`src/rtl/pipe_pkg.sv`:
```
// Purpose : shared types and constants for the pipeline stall/flush sequencer.
// Latency : n/a (declarations only).
// Backpressure: n/a.
// Contents: sequencer state encoding, register-specifier width, NOP word,
//           stall-counter width.
package pipe_pkg;

  localparam int REG_AW = 3;
  localparam int PERF_W = 16;

  // Word loaded into IF/ID whenever a fetch slot is squashed or empty.
  localparam logic [15:0] NOP_INSTR = 16'h0800;

  typedef enum logic [1:0] {
    RUN   = 2'd0,
    IWAIT = 2'd1,
    DWAIT = 2'd2,
    HALT  = 2'd3
  } pipeState_t;

endpackage

```
`src/rtl/hazard_cmp.sv`:
```
// Purpose : flags a RAW dependency between the ID instruction's sources and
//           one producer stage's destination.
// Latency : combinational.
// Backpressure: none; pure comparator.
// Ports   : srcA/srcB + used flags (ID sources), dst + dstWrite (producer),
//           match (dependency present).
module hazard_cmp
  import pipe_pkg::*;
#(
  parameter int AW = REG_AW
) (
  input  logic [AW-1:0] srcA,
  input  logic          srcAUsed,
  input  logic [AW-1:0] srcB,
  input  logic          srcBUsed,
  input  logic [AW-1:0] dst,
  input  logic          dstWrite,
  output logic          match
);

  // A producer that does not write the register file can never conflict.
  assign match = dstWrite & ((srcAUsed & (srcA == dst)) | (srcBUsed & (srcB == dst)));

endmodule

```
`src/rtl/pipe_ctrl.sv`:
```
// Purpose : central stall/flush sequencer for the 5-stage pipeline; drives the
//           PC, IF/ID, ID/EX, EX/MEM and MEM/WB enables and NOP/bubble injects.
// Latency : outputs are combinational from state and inputs; state updates on clk.
// Backpressure: dmem busy freezes the whole pipe, imem busy holds the PC and
//           feeds NOPs into IF/ID, data hazards hold PC and IF/ID for a bubble.
// Ports   : clk, rst (async, active-low); ID sources, EX/MEM/WB destinations,
//           branch and memory handshakes, wb_halt in; stage enables, ifid_nop,
//           idex_bubble, halted out.
// Build option: define PIPE_CTRL_FORWARD_EN when the datapath forwards, so
//           only load-use stalls; otherwise any EX/MEM/WB producer match stalls.
module pipe_ctrl #(
  parameter int REG_AW = pipe_pkg::REG_AW
) (
  input  logic              clk,
  input  logic              rst,
  input  logic [REG_AW-1:0] id_rs,
  input  logic [REG_AW-1:0] id_rt,
  input  logic              id_rs_used,
  input  logic              id_rt_used,
  input  logic [REG_AW-1:0] ex_rd,
  input  logic              ex_regwrite,
  input  logic              ex_memread,
  input  logic [REG_AW-1:0] mem_rd,
  input  logic [REG_AW-1:0] wb_rd,
  input  logic              mem_regwrite,
  input  logic              wb_regwrite,
  input  logic              ex_br_taken,
  input  logic              imem_stall,
  input  logic              imem_done,
  input  logic              dmem_stall,
  input  logic              dmem_done,
  input  logic              wb_halt,
  output logic              pc_en,
  output logic              ifid_en,
  output logic              ifid_nop,
  output logic              idex_en,
  output logic              idex_bubble,
  output logic              exmem_en,
  output logic              memwb_en,
  output logic              halted
);

  import pipe_pkg::*;

  pipeState_t state, nextState;
  logic       flushPend, nextFlushPend;
  logic       exMatch;
  logic       stallHazard;
  logic       imemBusy;
  logic       dmemHold;

  hazard_cmp #(.AW(REG_AW)) exCmp (
    .srcA     (id_rs),
    .srcAUsed (id_rs_used),
    .srcB     (id_rt),
    .srcBUsed (id_rt_used),
    .dst      (ex_rd),
    .dstWrite (ex_regwrite),
    .match    (exMatch)
  );

`ifdef PIPE_CTRL_FORWARD_EN
  // Forwarding covers every ALU result; only a load in EX is too late.
  assign stallHazard = exMatch & ex_memread;

  logic unusedLateProducers;
  assign unusedLateProducers = ^{mem_rd, wb_rd, mem_regwrite, wb_regwrite};
`else
  logic memMatch, wbMatch;

  hazard_cmp #(.AW(REG_AW)) memCmp (
    .srcA     (id_rs),
    .srcAUsed (id_rs_used),
    .srcB     (id_rt),
    .srcBUsed (id_rt_used),
    .dst      (mem_rd),
    .dstWrite (mem_regwrite),
    .match    (memMatch)
  );

  // The register file does not write-before-read, so a WB producer still stalls.
  hazard_cmp #(.AW(REG_AW)) wbCmp (
    .srcA     (id_rs),
    .srcAUsed (id_rs_used),
    .srcB     (id_rt),
    .srcBUsed (id_rt_used),
    .dst      (wb_rd),
    .dstWrite (wb_regwrite),
    .match    (wbMatch)
  );

  assign stallHazard = exMatch | memMatch | wbMatch;

  logic unusedMemread;
  assign unusedMemread = ex_memread;
`endif

  // In IWAIT the fetch stays outstanding until imem_done, regardless of
  // imem_stall; elsewhere a new miss starts with imem_stall. Done wins a tie.
  assign imemBusy = (state == IWAIT) ? ~imem_done : (imem_stall & ~imem_done);
  assign dmemHold = (state == DWAIT) ? ~dmem_done : dmem_stall;

  always_ff @(posedge clk or negedge rst) begin
    if (!rst) begin
      state     <= RUN;
      flushPend <= 1'b0;
    end else begin
      state     <= nextState;
      flushPend <= nextFlushPend;
    end
  end

  always_comb begin
    nextState     = state;
    nextFlushPend = flushPend;
    if (state != HALT) begin
      if (wb_halt) begin
        nextState = HALT;
      end else if (dmemHold) begin
        // flushPend rides through the data wait untouched.
        nextState = DWAIT;
      end else begin
        nextState = imemBusy ? IWAIT : RUN;
        // A branch taken while a fetch is outstanding makes that fetch
        // wrong-path; remember to drop it when it finally returns.
        nextFlushPend = imemBusy & (ex_br_taken | flushPend);
      end
    end
  end

  always_comb begin
    pc_en       = 1'b0;
    ifid_en     = 1'b0;
    ifid_nop    = 1'b0;
    idex_en     = 1'b0;
    idex_bubble = 1'b0;
    exmem_en    = 1'b0;
    memwb_en    = 1'b0;
    halted      = 1'b0;
    if (!rst) begin
      ifid_nop    = 1'b1;
      idex_bubble = 1'b1;
    end else if (state == HALT) begin
      halted = 1'b1;
    end else if (wb_halt || dmemHold) begin
      // Whole pipe frozen: every enable stays low.
    end else if (ex_br_taken) begin
      // Squash the two wrong-path slots while loading the target PC.
      pc_en       = 1'b1;
      ifid_en     = 1'b1;
      ifid_nop    = 1'b1;
      idex_en     = 1'b1;
      idex_bubble = 1'b1;
      exmem_en    = 1'b1;
      memwb_en    = 1'b1;
    end else if (stallHazard) begin
      idex_en     = 1'b1;
      idex_bubble = 1'b1;
      exmem_en    = 1'b1;
      memwb_en    = 1'b1;
    end else if (imemBusy) begin
      ifid_en  = 1'b1;
      ifid_nop = 1'b1;
      idex_en  = 1'b1;
      exmem_en = 1'b1;
      memwb_en = 1'b1;
    end else begin
      pc_en    = 1'b1;
      ifid_en  = 1'b1;
      ifid_nop = flushPend;
      idex_en  = 1'b1;
      exmem_en = 1'b1;
      memwb_en = 1'b1;
    end
  end

endmodule

```
`config.mk`:
```
export PLATFORM = sky130hd
export DESIGN_NAME = pipe_ctrl
export DESIGN_NICKNAME = d
export VERILOG_FILES = /design/src/rtl/pipe_pkg.sv /design/src/rtl/hazard_cmp.sv /design/src/rtl/pipe_ctrl.sv
export SDC_FILE = /design/constraint.sdc
export NUM_CORES = 1
export LEC_CHECK = 0
export CAP_MARGIN = 20
export CORE_UTILIZATION = 30
export DETAILED_ROUTE_END_ITERATION = 7
export PLACE_DENSITY_LB_ADDON = 0.3
export SLEW_MARGIN = 20
export SYNTH_ARGS = -nofsm -noshare
export SYNTH_HDL_FRONTEND = slang
export SYNTH_SLANG_ARGS = --single-unit
```
`constraint.sdc`:
```
create_clock -name clk -period 2.4 [get_ports clk]
set_clock_uncertainty 0.1 [all_clocks]
set_input_delay 0.48 -clock clk [delete_from_list [all_inputs] [get_ports clk]]
set_output_delay 0.48 -clock clk [all_outputs]
set_load 0.01 [all_outputs]
```
* Yosys cells after proc, flatten, opt, wreduce, memory -nomap -nowiden
Cells that the tools add are included.
** Storage, ports and cells
- Output and inout bits :: 8
- Flip-flop bits (word level) :: 3
** Cells by class
- Bitwise gates (word level) :: 21
- Reduce and logical (&&, ||, !) cells :: 2
- Muxes and demuxes :: 32
- Equality and inequality tests :: 10
** Operators by type and width (number)
- $mux 1 :: 30
- $eq 3x3->1 :: 6
- $and 1x1->1 :: 11
- $or 1x1->1 :: 6
- $eq 2x2->1 const B :: 2
- $mux 2 :: 2
- $not 1->1 :: 4
- $reduce_and 3->1 :: 1
- $eq 2x1->1 const B :: 1
- $ne 2x2->1 const B :: 1
- $logic_or 1x1->1 :: 1

* Logic depth before layout (Yosys ltp)
- Depth after elaboration :: 11
- Depth in mapped cells :: 5
- Gate-level depth less buffers :: 5

* Hierarchy
From an unflattened synthesis, not the netlist that was laid out.
** Second synthesis, totals
- Cells, all modules :: 62
- Area total of the unflattened synthesis :: 496.7 um^2
** Modules (own cells, without submodules)
- pipe_ctrl :: times used 1, cells an instance 35, area an instance 279.0 um^2
- hazard_cmp :: times used 3, cells an instance 9, area an instance 72.6 um^2

* Worst setup path after synthesis
OpenSTA, ideal clock, no wires.
- Path type :: input to output
- Start :: in dmem_stall
- End :: out pc_en
- Slack :: 0.478 ns
- Data arrival time :: 1.342 ns
- Required time :: 1.820 ns
- Stages :: 5
- Path through :: or2_4 > a21oi_4 > and2_4 > and2b_1 > a32o_2
** On the way
- Cells in the longest elaborated chain, start to end :: 5
** RTL lines
- from (decl) :: line pipe_ctrl.sv:30 : input logic dmem_stall,
- $mux 1 :: line pipe_ctrl.sv:101 : assign dmemHold = (state == DWAIT) ? ~dmem_done : dmem_stall;
- $logic_or 1x1->1 :: line pipe_ctrl.sv:145 : end else if (wb_halt || dmemHold) begin
- $mux 1 :: line pipe_ctrl.sv:145
- $mux 1 :: line pipe_ctrl.sv:143 : end else if (state == HALT) begin
- $mux 1 :: line pipe_ctrl.sv:140 : if (!rst) begin
- to (decl) :: line pipe_ctrl.sv:33 : output logic pc_en,
Every way passes these cells.

* Final worst setup path
- Start :: in id_rt[0]
- End :: out pc_en
** On the way
- Cells in the longest elaborated chain, start to end :: 11
- Elaborated cells on any way between the ends :: 19
** RTL lines
- from (decl) :: line pipe_ctrl.sv:17 : input logic [REG_AW-1:0] id_rt,
- $eq 3x3->1 :: line hazard_cmp.sv:22 : assign match = dstWrite & ((srcAUsed & (srcA == dst)) | (srcBUsed & (srcB == dst)));
- $and 1x1->1 :: line hazard_cmp.sv:22
- $or 1x1->1 :: line hazard_cmp.sv:22
- $and 1x1->1 :: line hazard_cmp.sv:22
- $or 1x1->1 :: line pipe_ctrl.sv:92 : assign stallHazard = exMatch | memMatch | wbMatch;
- $or 1x1->1 (*) :: line pipe_ctrl.sv:92
- $mux 1 (*) :: line pipe_ctrl.sv:156 : end else if (stallHazard) begin
- $mux 1 (*) :: line pipe_ctrl.sv:147 : end else if (ex_br_taken) begin
- $mux 1 (*) :: line pipe_ctrl.sv:145
- $mux 1 (*) :: line pipe_ctrl.sv:143
- $mux 1 (*) :: line pipe_ctrl.sv:140
Every way passes the cells marked *; elsewhere a longest branch is shown, timed or not.

==> results by group <==
Outcome
  – Status: finished clean

Global route
  – Gr usage total: between 10% and 20%
  – Pin count of the biggest net entering global routing: 6
  – GRT overflow: 0
  – Global-route wire length before repair: between 2 and 3 mm
  – Number of global-route vias before repair: between 500 and 600
  – Initial antenna violation count: 0

Setup path
  – Crit Path Max Fanout: 3
  – CP Data Required Time: approximately 1800 ps
  – Arr. time, crit path: 1760 ps
  – CP max-delay cell: dlygate4sd2_1
  – Critical path startpoint category: input pin
  – Critical path's top delay family: buffers and inverters
  – Crit Path Class: in2out
  – Crit-path cells: dlygate4sd2_1 -> xnor2_1 -> nand4_1 -> nand2_1 -> a22oi_2 -> buf_4 -> a32o_2 -> buf_6
  – CP Buf/Inv Count: 3
  – CP peak stage delay: 280 ps
  – Crit path capture type: output pin

Routing
  – Vias: 603
  – Final wirelength: roughly 1.5 mm
  – Antenna-violating nets left: 0
  – Initial DRT Pass Iterations: 4
  – Via/cell ratio: approximately 5.0
  – DR iter-0 viols: 18
  – WL/cell: 12.7 um
  – DRC viols: 0

Placed design
  – Routability cong.: 0.757
  – Dpl hpwl: 1.25 mm
  – Place WS: -555 ps
  – Port Buffers: 35
  – Cell Count Post-Placement: between 100 and 150

Synthesis
  – Syn nets: 87
  – Yosys reg bits: 3
  – Cell with the most instances after synthesis: xnor2_1
  – Average size of a mapped cell: between 8 and 9 um^2
  – Top_reg_cell synth: dfrtp_1
  – Synth area leader: xnor2_1
  – Post-synthesis cell type count: 25
  – EDFF count, synth: 0
  – Top cell type's share of synthesized area: 32.5%
  – Sequential area share after synthesis: 15.5%
  – Synthesized instance count: 58
  – Fraction of registers with async set/reset: 100%
  – Ys Warns: 0
  – Leading post-synthesis cells by instance count: 18 x xnor2_1, 6 x nand2_1, 6 x nand4_1, 3 x dfrtp_1, 3 x inv_1
  – Top cells by area, synth: xnor2_1 32%, dfrtp_1 15%, nand4_1 7.7%
  – Mapped Area: 485 um^2

Clocking
  – CTS tree: yes
  – CTS buffer count: 3
  – Register clock-pin slew on the reported worst setup and hold paths: about 30 ps
  – Clock buffer depth: 2
  – Post-CTS Hold Fix Bufs: 0
  – H-tree Lvls: 1
  – Later-pin clock latency in the skew report: 230 ps
  – CTS Sinks: 3
  – Root buf cell: clkbuf_4

STA
  – Final Hold Slack: around 430 ps
  – RSZ-0062 raised after global routing: true
  – Slew Limit Fails: 0
  – Final hold vios: 0
  – Min cycle time layout: 2340 ps
  – Fin worst setup slack: approximately 58 ps
  – Finish-stage setup viols: 0
  – Worst-Margin Slew: 275 ps
  – F_max: 427 MHz
  – Fin crit share: 97.6%
  – Slew HR: 81.7%

Cells and area
  – Layout cells sized above 1: 31.4%
  – Finished Layout Cells: 121
  – NumNets Final: 135
  – Filler cells: 150
  – Synth-to-Final Area Change: 91.0%
  – # diodes: 0

Floorplanning
  – Die H: about 42 um
  – Top-level I/O count: 37
  – Chip width: 42.2 um
  – Die area: approximately 1800 um^2
  – Rows: 14
  – Core area: roughly 1500 um^2
  – Starting Density: 32.2%

Min path
  – Worst Hold Class: reg2reg

Power
  – PwrDens: 281 nW/um^2
  – LEAKAGE: 0.000439 uW
  – Total Power: 260 uW
  – Peak supply drop: 0.205 mV

Job
  – MaxCap Viol Count: 0
where the power goes:
group	leakage, uW	switching [uW]	internal, uW
sequential	0.0000283	1.73	54.4
combinational	0.000396	50.7	67.5
clock	0.0000150	23.5	62.1
stage by stage:
stage,util [%],TNS [ps],cell area (um^2)
3_3_place_gp,59.8,-2820,901
6_report,61.5,0,927
5_1_grt,61.5,-2.83,927
4_1_cts,61.1,0,921
3_5_place_dp,59.8,-3000,901
2_1_floorplan,-,0,485
kinds of logic after synthesis:
family / share of synthesized area, %
DFF: 15.5
and+or+nand+nor: 23.5
xor gates and xnor gates: 32.5
AOI/OAI and AO/OA: 23.2
buffers and inverters: 5.41
layout make-up:
class / count / area (um^2) / area share, %
repair buffers: 45 / 384 / 41.4
inverters: 3 / 11.3 / 1.21
well taps: 16 / 20.0 / 2.16
clock buffers: 4 / 26.3 / 2.83
flip-flops and latches: 3 / 75.1 / 8.10
multi-input cells: 50 / 410 / 44.3
timing repair:
| item | 4_1_cts | 5_1_grt |
|---|---|---|
| setup buffers | 1 | 1 |
| endpoints found under the setup margin | 8 | 6 |
| pin swaps | 8 | 9 |
| hold endpoints to repair | 0 | 0 |
| resized for setup | 40 | 12 |
routing by layer:
metal / share of wire (%) / GRT usage (%)
met4: 0 / 5.63
met5: 0 / 0
met2: 49 / 28.9
met3: 4.9 / 1.72
met1: 46 / 24.1
registers in the layout, summed over array words and instances, names as in the netlist:
signal     flops
flushPend      1
state          2
worst register-to-register path, cell delays in order (launching register included):
cell	delay (ps)
dfrtp_1	410
inv_1	70
a21oi_2	130
nor2_2	60
buf_4	140
a21o_1	170
a221o_2	330
placed cells by master, fill, tap and decap left out, types with 3 or more instances in the layout:
cell / instances
clkbuf_2: 3
buf_4: 10
nand2_1: 6
xnor2_1: 17
clkdlybuf4s50_1: 8
inv_1: 3
nand4_1: 6
dfrtp_1: 3
clkbuf_4: 3
dlygate4sd2_1: 16
buf_2: 3
dlymetal6s2s_1: 3
final timing paths:
kind,start,end,slack (ps),cells past startpoint
min in group asynchronous,rst,state[0]$_DFFE_PN0P_,540,2
max,id_rt[0],pc_en,60,8
max reg2reg,state[1]$_DFFE_PN0P_,state[0]$_DFFE_PN0P_,880,6
max in group asynchronous,rst,state[1]$_DFFE_PN0P_,1550,2
min,flushPend$_DFFE_PN0P_,flushPend$_DFFE_PN0P_,430,2
min reg2reg,flushPend$_DFFE_PN0P_,flushPend$_DFFE_PN0P_,430,2
Note: power is estimated with default switching activity, not from simulation.
